## config.mk

```make
export PLATFORM = sky130hd
export DESIGN_NAME = regfile_bist_flat
export DESIGN_NICKNAME = d
export VERILOG_FILES = /design/src/rtl/regfile_bist_if.sv /design/src/rtl/regfile_bist.sv /design/src/flat_wrapper.sv
export SDC_FILE = /design/constraint.sdc
export NUM_CORES = 1
export LEC_CHECK = 0
export CORE_MARGIN = 2
export CORE_UTILIZATION = 40
export CTS_CLUSTER_DIAMETER = 50
export DETAILED_ROUTE_END_ITERATION = 8
export PLACE_DENSITY = 0.89
export SLEW_MARGIN = 5
export SYNTH_ARGS = -nofsm -noshare
export SYNTH_HDL_FRONTEND = slang
export SYNTH_SLANG_ARGS = --single-unit
```

## constraint.sdc

```tcl
create_clock -name clock -period 4.8 [get_ports clock]
set_clock_uncertainty 0.15 [all_clocks]
set_input_delay 0.72 -clock clock [delete_from_list [all_inputs] [get_ports clock]]
set_output_delay 0.72 -clock clock [all_outputs]
set_load 0.005 [all_outputs]
```

## src/rtl/regfile_bist_if.sv

```systemverilog
// Register-file port bundle between the BIST initiator (master) and the
// register file (slave): one write port and two read ports.
interface regfile_bist_if #(
  parameter int ADDR_W = 5,
  parameter int DATA_W = 32
);
  logic              rf_writeEn;
  logic [ADDR_W-1:0] rf_writeReg;
  logic [DATA_W-1:0] rf_writeData;
  logic [ADDR_W-1:0] rf_readRegA;
  logic [ADDR_W-1:0] rf_readRegB;
  logic [DATA_W-1:0] rf_readDataA;
  logic [DATA_W-1:0] rf_readDataB;

  modport master (
    output rf_writeEn,
    output rf_writeReg,
    output rf_writeData,
    output rf_readRegA,
    output rf_readRegB,
    input  rf_readDataA,
    input  rf_readDataB
  );

  modport slave (
    input  rf_writeEn,
    input  rf_writeReg,
    input  rf_writeData,
    input  rf_readRegA,
    input  rf_readRegB,
    output rf_readDataA,
    output rf_readDataB
  );
endinterface

```

## src/rtl/regfile_bist.sv

```systemverilog
// regfile_bist: built-in self-test initiator for the register file.
// Walks every register: write the test word, read it back on ports A and B,
// compare against the expected value (register 0 always reads zero), count
// mismatches (saturating) and latch the first failing address/port.
// Optional feature macro: REGFILE_BIST_INV_PASS_EN -- when defined, a second
// pass over all registers runs with the inverted test word.
module regfile_bist #(
  parameter int                 NUM_REGS = 32,
  parameter int                 ADDR_W   = 5,
  parameter int                 DATA_W   = 32,
  parameter logic [DATA_W-1:0]  PATTERN  = 32'h0000DEAD,
  parameter int                 ERR_W    = 8
) (
  input  logic              clock,
  input  logic              ctrl_reset_n,
  input  logic              start,
  output logic              busy,
  output logic              done,
  output logic              pass,
  output logic [ERR_W-1:0]  error_count,
  output logic [ADDR_W-1:0] first_fail_addr,
  output logic              first_fail_port,
  regfile_bist_if.master    rf
);

  typedef enum logic [2:0] {
    S_IDLE  = 3'd0,
    S_WRITE = 3'd1,
    S_READ  = 3'd2,
    S_CHECK = 3'd3,
    S_DONE  = 3'd4
  } state_t;

  localparam logic [ADDR_W-1:0] LAST_IDX = ADDR_W'(NUM_REGS - 1);

  // Value a healthy register file returns: register 0 is hardwired to zero.
  function automatic logic [DATA_W-1:0] expected_word(input logic [ADDR_W-1:0] idx,
                                                       input logic inv);
    logic [DATA_W-1:0] w;
    if (idx == {ADDR_W{1'b0}}) begin
      w = {DATA_W{1'b0}};
    end else if (inv) begin
      w = ~PATTERN;
    end else begin
      w = PATTERN;
    end
    return w;
  endfunction

  // Saturating add of up to two mismatch flags onto the error counter.
  function automatic logic [ERR_W-1:0] sat_add(input logic [ERR_W-1:0] cnt,
                                               input logic a, input logic b);
    logic [ERR_W+1:0] sum;
    logic [ERR_W-1:0] res;
    sum = {2'b00, cnt} + {{(ERR_W+1){1'b0}}, a} + {{(ERR_W+1){1'b0}}, b};
    if (sum > {2'b00, {ERR_W{1'b1}}}) begin
      res = {ERR_W{1'b1}};
    end else begin
      res = sum[ERR_W-1:0];
    end
    return res;
  endfunction

  state_t            state_q, state_d;
  logic              start_q, start_d;
  logic [ADDR_W-1:0] idx_q, idx_d;
  logic              inv_q, inv_d;
  logic              busy_q, busy_d;
  logic              done_q, done_d;
  logic              pass_q, pass_d;
  logic [ERR_W-1:0]  err_q, err_d;
  logic [ADDR_W-1:0] ffa_q, ffa_d;
  logic              ffp_q, ffp_d;
  logic              wen_q, wen_d;
  logic [ADDR_W-1:0] wreg_q, wreg_d;
  logic [DATA_W-1:0] wdata_q, wdata_d;
  logic [ADDR_W-1:0] rrega_q, rrega_d;
  logic [ADDR_W-1:0] rregb_q, rregb_d;

  logic [DATA_W-1:0] exp_s;
  logic              mis_a_s;
  logic              mis_b_s;
  logic              finish_s;

  // Next-state and next-output computation for the BIST sequencer.
  always_comb begin
    state_d  = state_q;
    idx_d    = idx_q;
    inv_d    = inv_q;
    busy_d   = busy_q;
    done_d   = done_q;
    pass_d   = pass_q;
    err_d    = err_q;
    ffa_d    = ffa_q;
    ffp_d    = ffp_q;
    wen_d    = wen_q;
    wreg_d   = wreg_q;
    wdata_d  = wdata_q;
    rrega_d  = rrega_q;
    rregb_d  = rregb_q;
    mis_a_s  = 1'b0;
    mis_b_s  = 1'b0;
    finish_s = 1'b0;
    exp_s    = expected_word(idx_q, inv_q);

    // start is only captured while idle or done; it is acted on one cycle later.
    if ((state_q == S_IDLE) || (state_q == S_DONE)) begin
      start_d = start;
    end else begin
      start_d = 1'b0;
    end

    case (state_q)
      S_IDLE, S_DONE: begin
        if (start_q) begin
          state_d = S_WRITE;
          busy_d  = 1'b1;
          done_d  = 1'b0;
          pass_d  = 1'b0;
          err_d   = {ERR_W{1'b0}};
          ffa_d   = {ADDR_W{1'b0}};
          ffp_d   = 1'b0;
          idx_d   = {ADDR_W{1'b0}};
          inv_d   = 1'b0;
          wen_d   = 1'b1;
          wreg_d  = {ADDR_W{1'b0}};
          wdata_d = PATTERN;
        end else begin
          wen_d = 1'b0;
        end
      end
      S_WRITE: begin
        state_d = S_READ;
        wen_d   = 1'b0;
        rrega_d = idx_q;
        rregb_d = idx_q;
      end
      S_READ: begin
        state_d = S_CHECK;
        wen_d   = 1'b0;
      end
      S_CHECK: begin
        wen_d   = 1'b0;
        mis_a_s = (rf.rf_readDataA != exp_s);
        mis_b_s = (rf.rf_readDataB != exp_s);
        err_d   = sat_add(err_q, mis_a_s, mis_b_s);
        // First mismatch of the run wins; port A has priority on a tie.
        if ((mis_a_s || mis_b_s) && (err_q == {ERR_W{1'b0}})) begin
          ffa_d = idx_q;
          ffp_d = ~mis_a_s;
        end else begin
          ffa_d = ffa_q;
          ffp_d = ffp_q;
        end
        if (idx_q == LAST_IDX) begin
`ifdef REGFILE_BIST_INV_PASS_EN
          if (!inv_q) begin
            inv_d   = 1'b1;
            idx_d   = {ADDR_W{1'b0}};
            state_d = S_WRITE;
            wen_d   = 1'b1;
            wreg_d  = {ADDR_W{1'b0}};
            wdata_d = ~PATTERN;
          end else begin
            finish_s = 1'b1;
          end
`else
          finish_s = 1'b1;
`endif
        end else begin
          idx_d   = idx_q + 1'b1;
          state_d = S_WRITE;
          wen_d   = 1'b1;
          wreg_d  = idx_q + 1'b1;
          wdata_d = inv_q ? ~PATTERN : PATTERN;
        end
        if (finish_s) begin
          state_d = S_DONE;
          busy_d  = 1'b0;
          done_d  = 1'b1;
          pass_d  = (err_d == {ERR_W{1'b0}});
        end else begin
          done_d = done_q;
        end
      end
      default: begin
        state_d = S_IDLE;
        busy_d  = 1'b0;
        wen_d   = 1'b0;
      end
    endcase
  end

  // State and registered-output flops; reset aborts any in-flight write at once.
  always_ff @(posedge clock or negedge ctrl_reset_n) begin
    if (!ctrl_reset_n) begin
      state_q <= S_IDLE;
      start_q <= 1'b0;
      idx_q   <= {ADDR_W{1'b0}};
      inv_q   <= 1'b0;
      busy_q  <= 1'b0;
      done_q  <= 1'b0;
      pass_q  <= 1'b0;
      err_q   <= {ERR_W{1'b0}};
      ffa_q   <= {ADDR_W{1'b0}};
      ffp_q   <= 1'b0;
      wen_q   <= 1'b0;
      wreg_q  <= {ADDR_W{1'b0}};
      wdata_q <= {DATA_W{1'b0}};
      rrega_q <= {ADDR_W{1'b0}};
      rregb_q <= {ADDR_W{1'b0}};
    end else begin
      state_q <= state_d;
      start_q <= start_d;
      idx_q   <= idx_d;
      inv_q   <= inv_d;
      busy_q  <= busy_d;
      done_q  <= done_d;
      pass_q  <= pass_d;
      err_q   <= err_d;
      ffa_q   <= ffa_d;
      ffp_q   <= ffp_d;
      wen_q   <= wen_d;
      wreg_q  <= wreg_d;
      wdata_q <= wdata_d;
      rrega_q <= rrega_d;
      rregb_q <= rregb_d;
    end
  end

  assign busy            = busy_q;
  assign done            = done_q;
  assign pass            = pass_q;
  assign error_count     = err_q;
  assign first_fail_addr = ffa_q;
  assign first_fail_port = ffp_q;
  assign rf.rf_writeEn   = wen_q;
  assign rf.rf_writeReg  = wreg_q;
  assign rf.rf_writeData = wdata_q;
  assign rf.rf_readRegA  = rrega_q;
  assign rf.rf_readRegB  = rregb_q;

endmodule

```

## src/flat_wrapper.sv

```systemverilog
// flat-port wrapper written by rule: the top's interface ports become plain ports
module regfile_bist_flat 
#(
  parameter int                 NUM_REGS = 32,
  parameter int                 ADDR_W   = 5,
  parameter int                 DATA_W   = 32,
  parameter logic [DATA_W-1:0]  PATTERN  = 32'h0000DEAD,
  parameter int                 ERR_W    = 8
)
  (clock, ctrl_reset_n, start, busy, done, pass, error_count, first_fail_addr, first_fail_port, rf_rf_writeEn, rf_rf_writeReg, rf_rf_writeData, rf_rf_readRegA, rf_rf_readRegB, rf_rf_readDataA, rf_rf_readDataB);
  regfile_bist_if #(.ADDR_W(ADDR_W), .DATA_W(DATA_W)) rf_i ();
  input  logic clock;
  input  logic ctrl_reset_n;
  input  logic start;
  output logic busy;
  output logic done;
  output logic pass;
  output logic [ERR_W-1:0] error_count;
  output logic [ADDR_W-1:0] first_fail_addr;
  output logic first_fail_port;
  output wire logic [$bits(rf_i.rf_writeEn)-1:0] rf_rf_writeEn;
  output wire logic [$bits(rf_i.rf_writeReg)-1:0] rf_rf_writeReg;
  output wire logic [$bits(rf_i.rf_writeData)-1:0] rf_rf_writeData;
  output wire logic [$bits(rf_i.rf_readRegA)-1:0] rf_rf_readRegA;
  output wire logic [$bits(rf_i.rf_readRegB)-1:0] rf_rf_readRegB;
  input wire logic [$bits(rf_i.rf_readDataA)-1:0] rf_rf_readDataA;
  input wire logic [$bits(rf_i.rf_readDataB)-1:0] rf_rf_readDataB;
  assign rf_rf_writeEn = rf_i.rf_writeEn;
  assign rf_rf_writeReg = rf_i.rf_writeReg;
  assign rf_rf_writeData = rf_i.rf_writeData;
  assign rf_rf_readRegA = rf_i.rf_readRegA;
  assign rf_rf_readRegB = rf_i.rf_readRegB;
  assign rf_i.rf_readDataA = rf_rf_readDataA;
  assign rf_i.rf_readDataB = rf_rf_readDataB;
  regfile_bist #(.NUM_REGS(NUM_REGS), .ADDR_W(ADDR_W), .DATA_W(DATA_W), .PATTERN(PATTERN), .ERR_W(ERR_W)) u_core (.clock(clock), .ctrl_reset_n(ctrl_reset_n), .start(start), .busy(busy), .done(done), .pass(pass), .error_count(error_count), .first_fail_addr(first_fail_addr), .first_fail_port(first_fail_port), .rf(rf_i));
endmodule
```

# == Word level (Yosys, flattened, before mapping) ==
# Cells that the tools add are included.
# totals
register_bits,64
in_bits,67
elab_cells,79
# classes
addsub,3
magnitude_cmp,1
n_eq_ne,12
muxes,33
n_bitwise,2
reduce_logical,16
# ops
operator,n
32-bit 2-to-1 mux,2
32-bit by 16-bit inequality test with 1-bit output,2
32-bit case mux with 2 select lines,1
8-bit 2-to-1 mux,3
5-bit case mux with 2 select lines,2
8-bit zero test,2
16-bit 2-to-1 mux,1
8-bit case mux with 2 select lines,1
5-bit 2-to-1 mux,3
3-bit case mux with 4 select lines,1
3-bit AND reduction,4
1-bit 2-to-1 mux,11
10-bit by 1-bit adder with 10-bit output,1
10-bit by 8-bit greater-than comparator with 1-bit output (second input constant),1
8-bit by 1-bit adder with 9-bit output,1
3-bit 2-to-1 mux,3
1-bit case mux with 2 select lines,4
3-bit by 2-bit == test with 1-bit output (second input constant),2
2-bit by 1-bit inequality test with 1-bit output (second input constant),3
5-bit by 1-bit adder with 5-bit output (second input constant),1
5-bit == test (second input constant),1
5-bit zero test,1
2-bit AND reduction,2
2-bit OR reduction,2
other kinds (10),12

# == Longest topological paths before layout ==
# Gate-level depths: netlist (run 1).
# logic_depth
word_depth,11
mapped_depth,14
ltp_nobuf,14

# == Worst setup path before layout (run 1) ==
# OpenSTA, ideal clock, no wires.
# synth_timing
path_kind,reg-to-reg
from,register u_core.rf.rf_writeReg[0] (netlist name)
to,"register u_core.err_q[2], in the netlist u_core.error_count[2]"
setup_ns,0.121
arrival_time_ns,3.395
required_ns,4.529
setup_slack_ns,1.134
path_stages_with_launch,15
n_path_buf,1
period_less_slack_ns,3.666
cell_sequence,dfrtp_1 > inv_1 > ha_1 > nor4b_1 > or4_1 > a211o_1 > ha_1 > ha_1 > buf_2 > nand3_1 > nor3_1 > a211oi_2 > nor4_2 > or3_1 > a22o_1
# synth_rtl
element,line_no,source
end signal: assignment,regfile_bist.sv:204,err_q <= {ERR_W{1'b0}};
end signal: assignment,regfile_bist.sv:220,err_q <= err_d;
end: declaration,regfile_bist.sv:71,"logic [ERR_W-1:0] err_q, err_d;"

==> impl_metrics.toml, run 1 <==
[global_route]
grt_overflow = 0
grt_max_degree = 34
grt_usage_pct = 21.1
grt_pass1_wl_um = 10900
grt_pass1_vias = 2401
antenna_found_initial = 0

[cts]
cts_tree = "done"
cts_resized = 0
insertion_delay_ns = 0.29
clkTransAtPathRegs_ns = 0.07
ctsHoldBuffers = 0
cts_made_buffers = 5
cts_sinks = 33
clock-root-buffer = "clkbuf_8"
cts_buffer_depth = 2
h-tree-depth = 2
postCtsSetupRepairBufs = 0

[power_and_ir_drop]
cellLeakagePower_nw = 1.41
power_w = 0.00174
p_per_area_nw_per_um2 = 492
vdd_drop_max_uv = 323

[yosys]
synthArstFlopShare_pct = 100
ys_seq_elements = 33
yosysSeqAreaShare_pct = 33.3
ys_types = 52
synth_edf_count = 0
synth_cells = 290
syn-cell-area_um2 = 2480
synth_flop_cell = "dfrtp_1"
yosysWarningCount = 0
syn_avg_cell_area_um2 = 8.55

[hold_path]
min_from = "u_core.state_q[2]$_DFFE_PN0N_"
hp-class = "register to register"
min_path_cells = 1
holdPathEnd = "u_core.state_q[1]$_DFFE_PN0N_"

[floorplan]
fp.coreArea_um2 = 5960
rows = 28
chipWidth_um = 82.7
die_h_um = 82.7
start_util_pct = 41.6
die-area_um2 = 6840
io_pins = 132

[placed_design]
place_congestion = 0.860
hpwl_um = 5600
portBuffers = 110

[critical_path]
cp_cell_sequence = "inv_1, ha_1, nor4b_1, buf_4, or4_1, a211o_1, ha_1, ha_1, nand3_1, nor3_1, a211oi_2, nor4_2, or3_1, a22o_1"
crit_path_max_fanout = 12
worst_path_most_repeated_cell = "ha_1"
r2r-start = "u_core.rf.rf_writeReg[0]$_DFFE_PN0P_"
reg2reg_depth = 14
reg2reg_slack_ns = 0.71
max_stage_delay_ns = 0.52
crit_type = "register to register"
worst_setup_path_end_kind = "register"
timing.rr.end = "u_core.error_count[2]$_DFFE_PN0P_"
required_ns = 4.84
crit_slowest_cell = "or4_1"
cp.arrival_ns = 4.13
start_kind = "register"

[route]
drtPass1Iterations = 4
drt_iter0_drc = 224
route.detailed.vias_per_inst = 5.34
num_vias = 2434
antenna_left = 0
wire_per_inst_um = 15.5
drcViolationCount = 0
totalWireLength_um = 7050

[sta]
slew_viol_final = 0
min_period_ns = 4.09
rsz0062_at_grt = "no"
finalSetupViolations = 0
period_share_pct = 85.2
finalHoldViolations = 0
tns_ns = 0
fmax_ghz = 0.244

[layout]
fillCellCount = 506
diodes = 0
synthToLayoutAreaGrowth_pct = 43.2
multi_input_area_um2 = 1370
regArea_um2 = 826
drive_above_1_share_pct = 7.61
fin_nets = 455

[status]
status = "completed"

[job]
max_cap_viol_count = 0
==> where the power goes <==
group / switching, W / total (W) / internal (W)
Clock: 0.000102 / 0.000271 / 0.000169
Sequential: 0.000176 / 0.000563 / 0.000387
Combinational: 0.000408 / 0.000910 / 0.000502
Total: 0.000686 / 0.00174 / 0.00106
==> metrics by stage <==
stage                     hold slack (ns)  cells  cell area (um2)  util, %  setup slack [ns]
after global placement              0.300    448             3430     57.6             0.553
after global routing                0.364    456             3550     59.6             0.424
final                               0.329    456             3550     59.6             0.709
after detailed placement            0.329    448             3430     57.6             0.448
after floorplan                     0.274    310             2550        -              1.13
after CTS                           0.338    456             3550     59.6             0.709
==> cells in the final DEF (no fill, tap or decap), types with 2 or more instances in the layout <==
master / Yosys / routed
and2_1: 6 / 6
or2_2: 3 / 3
nand3b_1: 3 / 3
a221oi_1: 2 / 2
nand4_1: 9 / 9
nand2_1: 28 / 28
ha_1: 8 / 8
o31ai_1: 4 / 4
o21a_1: 2 / 2
a21oi_1: 15 / 15
mux2_2: 6 / 6
conb_1: 1 / 21
inv_1: 8 / 8
clkbuf_8: 0 / 6
dfrtp_1: 33 / 33
a211o_1: 2 / 2
buf_4: 36 / 2
and3_1: 5 / 5
nand2b_1: 3 / 3
a31oi_1: 2 / 2
a22o_1: 2 / 2
nor3_1: 8 / 8
xor2_1: 3 / 3
o32ai_1: 2 / 2
or4_1: 2 / 2
nand3_1: 9 / 9
clkdlybuf4s50_1: 0 / 110
o21ai_2: 5 / 5
nor2_1: 17 / 17
nor4_1: 16 / 16
xnor2_1: 7 / 7
nor4_2: 2 / 2
o21ai_0: 8 / 8
or3_1: 3 / 3
==> cells in the mapped netlist (4+ instances only) <==
cell	n	area, um2
inv_1	8	30.0
nor3_1	8	40.0
nand4_1	9	56.3
ha_1	8	100
mux2_2	6	67.6
xnor2_1	7	61.3
and2_1	6	37.5
buf_2	4	20.0
o21ai_0	8	40.0
nor4_1	16	100
dfrtp_1	33	826
and3_1	5	31.3
a21oi_1	15	75.1
clkbuf_1	8	30.0
o31ai_1	4	30.0
buf_4	36	270
nor2_1	17	63.8
nand3_1	9	45.0
o21ai_2	5	43.8
nand2_1	28	105
==> per-layer routing <==
metal | up-vias | routed length [um] | global-route usage, % | part of all wire (%)
li1 | 1170 | - | - | -
met1 | 1128 | 2560 | 21.6 | 36
met2 | 122 | 3540 | 39.4 | 50
met3 | 14 | 789 | 6.52 | 11
met4 | 0 | 157 | 9.18 | 2.2
met5 | - | 0 | 0 | 0
==> area by class of cell <==
cell class	instances	share of cell area, %
tap	75	2.64
inverter	8	0.846
clock inverter	1	0.846
multi-input combinational	220	38.5
sequential	33	23.3
timing repair buffer	112	31.5
clock buffer	7	2.43
==> flip-flops by register name, summed over array words and instances (netlist names) <==
name                    count
u_core.rf.rf_writeEn        1
u_core.first_fail_addr      5
u_core.state_q              3
u_core.done                 1
u_core.error_count          8
u_core.pass                 1
u_core.busy                 1
u_core.rf.rf_writeReg       5
u_core.first_fail_port      1
u_core.start_q              1
u_core.rf.rf_readRegB       5
u_core.rf.rf_writeData      1
==> logic make-up after synthesis <==
logic type | count (synthesis) | share of synthesized area (%)
compound gates | 55 | 15.5
fa+ha+maj | 9 | 4.44
other cells | 1 | 0.151
flops | 33 | 33.3
buf+inv | 57 | 14.6
mux | 6 | 2.73
simple gates | 119 | 25.7
xor+xnor | 10 | 3.53
==> worst max path at each step <==
stage	slack [ns]	startpoint	cells after the start	end
floorplan	1.13	u_core.rf.rf_writeReg[0]$_DFFE_PN0P_	14	u_core.error_count[2]$_DFFE_PN0P_
global placement	0.55	rf_rf_readDataA[3]	12	u_core.error_count[2]$_DFFE_PN0P_
detailed placement	0.45	rf_rf_readDataA[0]	12	u_core.pass$_DFFE_PN0P_
CTS	0.71	u_core.rf.rf_writeReg[0]$_DFFE_PN0P_	14	u_core.error_count[2]$_DFFE_PN0P_
global route	0.42	u_core.rf.rf_writeReg[0]$_DFFE_PN0P_	15	u_core.pass$_DFFE_PN0P_
finish	0.71	u_core.rf.rf_writeReg[0]$_DFFE_PN0P_	14	u_core.error_count[2]$_DFFE_PN0P_
==> critical path: cells and delay by family, from the launching register on <==
family / cells / cell delay [ns]
buf+inv: 2 / 0.27
flops: 1 / 0.44
compound gates: 3 / 0.96
fa+ha+maj: 3 / 0.72
simple gates: 6 / 1.45
(Power assumes the default switching activity.)
==> run 2, diff against run 1 <==
--- a/config.mk
+++ b/config.mk
@@ -9,7 +9,9 @@
 export CORE_UTILIZATION = 40
 export CTS_CLUSTER_DIAMETER = 50
 export DETAILED_ROUTE_END_ITERATION = 8
+export HOLD_SLACK_MARGIN = 0.08
 export PLACE_DENSITY = 0.89
+export RECOVER_POWER = 100
 export SLEW_MARGIN = 5
 export SYNTH_ARGS = -nofsm -noshare
 export SYNTH_HDL_FRONTEND = slang
==> run 2 against run 1 <==
Effect of this change:
- the run now ends with max-capacitance violations, max-slew violations left
- die area unchanged
- clock power about the same
- clock-buffer cell count unchanged
- flip-flop and latch count unchanged
- cell count unchanged
- maximum frequency decreased by 1.2%
- sequential power decreased by 0.9%
- critical path depth unchanged
- register-to-register slack got worse by 0.05 ns
- power decreased by 3.7%
- global-route usage unchanged
- via count increased by 0.70%
- critical endpoint is now u_core.error_count[3]$_DFFE_PN0P_
- largest power group unchanged
==> impl_metrics.toml, run 2 (same netlist as run 1, synthesis figures left out) <==
[sta]
tns_ns = 0
fmax_ghz = 0.241
slew_viol_final = 34
hold_ws_ns = 0.330
finalHoldViolations = 0
min_period_ns = 4.14
tightest_slew_ns = 1.69
period_share_pct = 86.3
slew_headroom_pct = -12.4
finalSetupViolations = 0
rsz0062_at_grt = "no"

[cts]
cts_resized = 0
cts_tree = "done"
cts_made_buffers = 5
clock-root-buffer = "clkbuf_8"
clkTransAtPathRegs_ns = 0.07
cts_sinks = 33
h-tree-depth = 2
cts_buffer_depth = 2
postCtsSetupRepairBufs = 0
insertion_delay_ns = 0.29
ctsHoldBuffers = 0

[hold_path]
min_path_cells = 1
min_from = "u_core.state_q[2]$_DFFE_PN0N_"
hp-class = "register to register"
holdPathEnd = "u_core.state_q[1]$_DFFE_PN0N_"

[critical_path]
worst_path_most_repeated_cell = "ha_1"
worst_setup_path_end_kind = "register"
timing.rr.end = "u_core.error_count[3]$_DFFE_PN0P_"
crit_type = "register to register"
cp_cell_sequence = "inv_1, ha_1, nor4b_1, clkbuf_1, or4_1, a211o_1, ha_1, ha_1, nand2b_1, a21oi_1, o21ai_0, nor4_1, o31ai_1, a221oi_1"
start_kind = "register"
crit_slowest_cell = "or4_1"
r2r-start = "u_core.rf.rf_writeReg[0]$_DFFE_PN0P_"
required_ns = 4.84
max_stage_delay_ns = 0.54
reg2reg_slack_ns = 0.66
reg2reg_depth = 14
cp.arrival_ns = 4.19
crit_path_max_fanout = 12

[global_route]
grt_max_degree = 34
grt_pass1_vias = 2401
grt_pass1_wl_um = 10900
grt_overflow = 0
antenna_found_initial = 0
grt_usage_pct = 21.1

[route]
drt_iter0_drc = 182
totalWireLength_um = 7060
num_vias = 2451
drtPass1Iterations = 4
wire_per_inst_um = 15.5
drcViolationCount = 0
antenna_left = 0
route.detailed.vias_per_inst = 5.38

[power_and_ir_drop]
vdd_drop_max_uv = 313
p_per_area_nw_per_um2 = 478
cellLeakagePower_nw = 1.41

[layout]
largest_reg_flops = 8
diodes = 0
synthToLayoutAreaGrowth_pct = 41.8
drive_above_1_share_pct = 5.51
fin_nets = 455
regArea_um2 = 826
multi_input_area_um2 = 1340
fillCellCount = 517
final_util_pct = 59.0
final_cell_mix = "clkdlybuf4s50_1, dlygate4sd3_1, dfrtp_1"
mostFrequentLayoutCell = "clkdlybuf4s50_1"

[status]
violations = "max-capacitance violations, max-slew violations"
status = "finished with violations"

[placed_design]
place_congestion = 0.860
portBuffers = 110
hpwl_um = 5600

[floorplan]
fp.coreArea_um2 = 5960
rows = 28
io_pins = 132
chipWidth_um = 82.7
start_util_pct = 41.6
die_h_um = 82.7
die-area_um2 = 6840

[job]
max_cap_viol_count = 1
## run 2: layer usage
metal / track usage (%) / part of all wire, %
met3: 6.52 / 11
met2: 39.4 / 50
met5: 0 / 0
met1: 21.6 / 37
met4: 9.18 / 2.2
## run 2: worst max-delay path by stage
stage	start	end	slack, ns	depth (start not counted)
after global placement	rf_rf_readDataA[3]	u_core.error_count[2]$_DFFE_PN0P_	0.55	12
after floorplan	u_core.rf.rf_writeReg[0]$_DFFE_PN0P_	u_core.error_count[2]$_DFFE_PN0P_	1.13	14
after global routing	u_core.rf.rf_writeReg[0]$_DFFE_PN0P_	u_core.error_count[3]$_DFFE_PN0P_	0.29	14
final	u_core.rf.rf_writeReg[0]$_DFFE_PN0P_	u_core.error_count[3]$_DFFE_PN0P_	0.66	14
after detailed placement	rf_rf_readDataA[0]	u_core.pass$_DFFE_PN0P_	0.45	12
after CTS	u_core.rf.rf_writeReg[0]$_DFFE_PN0P_	u_core.error_count[2]$_DFFE_PN0P_	0.71	14
## run 2: layout make-up
class | instances | share of cell area [%]
Tap cell | 75 | 2.67
Inverter | 8 | 0.854
Clock inverter | 1 | 0.854
Clock buffer | 7 | 2.46
Sequential cell | 33 | 23.5
Multi-Input combinational cell | 220 | 38.1
Timing Repair Buffer | 112 | 31.5
## run 2: power by group
| group | switching (W) | internal [W] | total, W |
|---|---|---|---|
| Sequential | 0.000171 | 0.000387 | 0.000558 |
| Clock | 0.000102 | 0.000169 | 0.000271 |
| Combinational | 0.000402 | 0.000449 | 0.000851 |
## run 2: per-stage QoR
| stage | worst slack [ns] | instance area, um2 | total power [W] | cells |
|---|---|---|---|---|
| global route | 0.294 | 3520 | 0.00182 | 456 |
| floorplan | 1.13 | 2550 | 0.00108 | 310 |
| detailed placement | 0.448 | 3430 | 0.00147 | 448 |
| global placement | 0.553 | 3430 | 0.00144 | 448 |
| finish | 0.658 | 3520 | 0.00168 | 456 |
| CTS | 0.709 | 3550 | 0.00175 | 456 |
## run 2: critical path, delay by kind of cell, from the launching register on
kind	cells	cell delay, ns
fa+ha+maj	3	0.71
compound gates	5	1.13
simple gates	4	1.36
flops	1	0.44
buf+inv	2	0.27
==> run 3, diff against run 2 <==
--- a/config.mk
+++ b/config.mk
@@ -11,7 +11,7 @@
 export DETAILED_ROUTE_END_ITERATION = 8
 export HOLD_SLACK_MARGIN = 0.08
 export PLACE_DENSITY = 0.89
-export RECOVER_POWER = 100
+export RECOVER_POWER = 25
 export SLEW_MARGIN = 5
 export SYNTH_ARGS = -nofsm -noshare
 export SYNTH_HDL_FRONTEND = slang
==> run 3 against run 2 <==
Effect of this change:
- the run still ends with max-capacitance violations, max-slew violations left
- combinational power rose by 7.1%
- sequential share of layout area fell by 0.19 points
- power rose by 3.9%
- critical endpoint is now u_core.error_count[2]$_DFFE_PN0P_
- largest cell class unchanged
- highest routed layer unchanged
==> impl_metrics.toml, run 3 (same netlist as run 1, synthesis figures left out) <==
[status]
status = "finished with violations"
violations = "max-capacitance violations, max-slew violations"

[floorplan]
die_h_um = 82.7
chipWidth_um = 82.7
io_pins = 132
fp.coreArea_um2 = 5960
start_util_pct = 41.6
die-area_um2 = 6840
rows = 28

[layout]
regArea_um2 = 826
final_cell_mix = "clkdlybuf4s50_1, dfrtp_1, nand2_1"
largest_reg_flops = 8
mostFrequentLayoutCell = "clkdlybuf4s50_1"
drive_above_1_share_pct = 7.35
multi_input_area_um2 = 1370
fin_nets = 455
diodes = 0
synthToLayoutAreaGrowth_pct = 43.0
fillCellCount = 508

[hold_path]
hp-class = "register to register"
min_path_cells = 1
holdPathEnd = "u_core.state_q[1]$_DFFE_PN0N_"
min_from = "u_core.state_q[2]$_DFFE_PN0N_"

[cts]
postCtsSetupRepairBufs = 0
cts_resized = 0
clkTransAtPathRegs_ns = 0.07
clock-root-buffer = "clkbuf_8"
h-tree-depth = 2
ctsHoldBuffers = 0
cts_sinks = 33
cts_tree = "done"
cts_made_buffers = 5
insertion_delay_ns = 0.29
cts_buffer_depth = 2

[power_and_ir_drop]
internal-power_w = 0.00106
p_per_area_nw_per_um2 = 493
cellLeakagePower_nw = 1.40
p_seq_share_pct = 32.3
swShare_pct = 39.4
comb_power_share_pct = 52.2
clkPwrFrac_pct = 15.5
p_switching_w = 0.000688
vdd_drop_max_uv = 323

[global_route]
antenna_found_initial = 0
grt_usage_pct = 21.1
grt_max_degree = 34
grt_pass1_vias = 2401
grt_overflow = 0
grt_pass1_wl_um = 10900
grt_util_met1_pct = 21.6
met3_usage_pct = 6.52
grt_util_met2_pct = 39.4
busiest_layer = "met2"

[sta]
setup_ws_ns = 0.706
finalSetupViolations = 0
min_period_ns = 4.09
slew_viol_final = 34
rsz0062_at_grt = "no"
finalHoldViolations = 0
tns_ns = 0
tightest_slew_ns = 1.70
fmax_ghz = 0.244
period_share_pct = 85.3
slew_headroom_pct = -13.2

[route]
route.detailed.vias_per_inst = 5.38
totalWireLength_um = 7060
num_vias = 2452
drcViolationCount = 0
antenna_left = 0
wire_per_inst_um = 15.5
drt_iter0_drc = 218
drtPass1Iterations = 4

[critical_path]
reg2reg_slack_ns = 0.71
r2r-start = "u_core.rf.rf_writeReg[0]$_DFFE_PN0P_"
timing.rr.end = "u_core.error_count[2]$_DFFE_PN0P_"
reg2reg_depth = 14
crit_path_max_fanout = 12
cp.arrival_ns = 4.13
worst_setup_path_end_kind = "register"
required_ns = 4.84
start_kind = "register"
crit_type = "register to register"

[placed_design]
hpwl_um = 5600
post-place-ws_ns = 0.448
portBuffers = 110
place_congestion = 0.860

[job]
max_cap_viol_count = 1
==> run 3: cell count changes in the layout (fill, tap and decap cells not counted), sizes merged <==
cell / change
buf: +1
dlygate4sd3: -44
clkdlybuf4s50: +44
clkbuf: -1
==> run 3: how the worst max path moves through the flow <==
stage / from / endpoint
finish: u_core.rf.rf_writeReg[0]$_DFFE_PN0P_ / u_core.error_count[2]$_DFFE_PN0P_
global route: u_core.rf.rf_writeReg[0]$_DFFE_PN0P_ / u_core.pass$_DFFE_PN0P_
CTS: u_core.rf.rf_writeReg[0]$_DFFE_PN0P_ / u_core.error_count[2]$_DFFE_PN0P_
detailed placement: rf_rf_readDataA[0] / u_core.pass$_DFFE_PN0P_
global placement: rf_rf_readDataA[3] / u_core.error_count[2]$_DFFE_PN0P_
floorplan: u_core.rf.rf_writeReg[0]$_DFFE_PN0P_ / u_core.error_count[2]$_DFFE_PN0P_
==> run 3: critical path, cell delays in order (launching register included) <==
cell      delay [ns]
dfrtp_1         0.44
inv_1           0.11
ha_1            0.19
nor4b_1         0.15
buf_4           0.16
or4_1           0.52
a211o_1         0.36
ha_1            0.20
ha_1            0.32
nand3_1         0.18
nor3_1          0.07
a211oi_2        0.36
nor4_2          0.12
or3_1           0.41
a22o_1          0.24
==> run 3: through the flow <==
stage,cells,hold WS (ns),instance area [um2],total power [W],util [%]
final,456,0.332,3540,0.00175,59.5
after CTS,456,0.338,3550,0.00175,59.6
after global routing,456,0.364,3540,0.00189,59.5
after detailed placement,448,0.329,3430,0.00147,57.6
after floorplan,310,0.274,2550,0.00108,-
after global placement,448,0.300,3430,0.00144,57.6
==> run 3: layout make-up <==
class | instances | area share, %
Tap cell | 75 | 2.65
Multi-Input combinational cell | 220 | 38.5
Inverter | 8 | 0.847
Sequential cell | 33 | 23.3
Clock inverter | 1 | 0.847
Clock buffer | 7 | 2.44
Timing Repair Buffer | 112 | 31.4
==> run 3: power by group through the flow <==
stage                     logic (W)  clock network (W)  registers, W
after floorplan            0.000598                  0      0.000484
after global placement     0.000882                  0      0.000557
after detailed placement   0.000909                  0      0.000562
after CTS                  0.000914           0.000278      0.000560
after global routing        0.00101           0.000289      0.000585
final                      0.000911           0.000271      0.000564
==> run 3: layer usage <==
| layer | up-vias | wire length, um | share of wire, % |
|---|---|---|---|
| met5 | - | 0 | 0 |
| met4 | 0 | 146 | 2.1 |
| met3 | 12 | 773 | 11 |
| met2 | 123 | 3560 | 50 |
| met1 | 1143 | 2580 | 37 |
| li1 | 1174 | - | - |
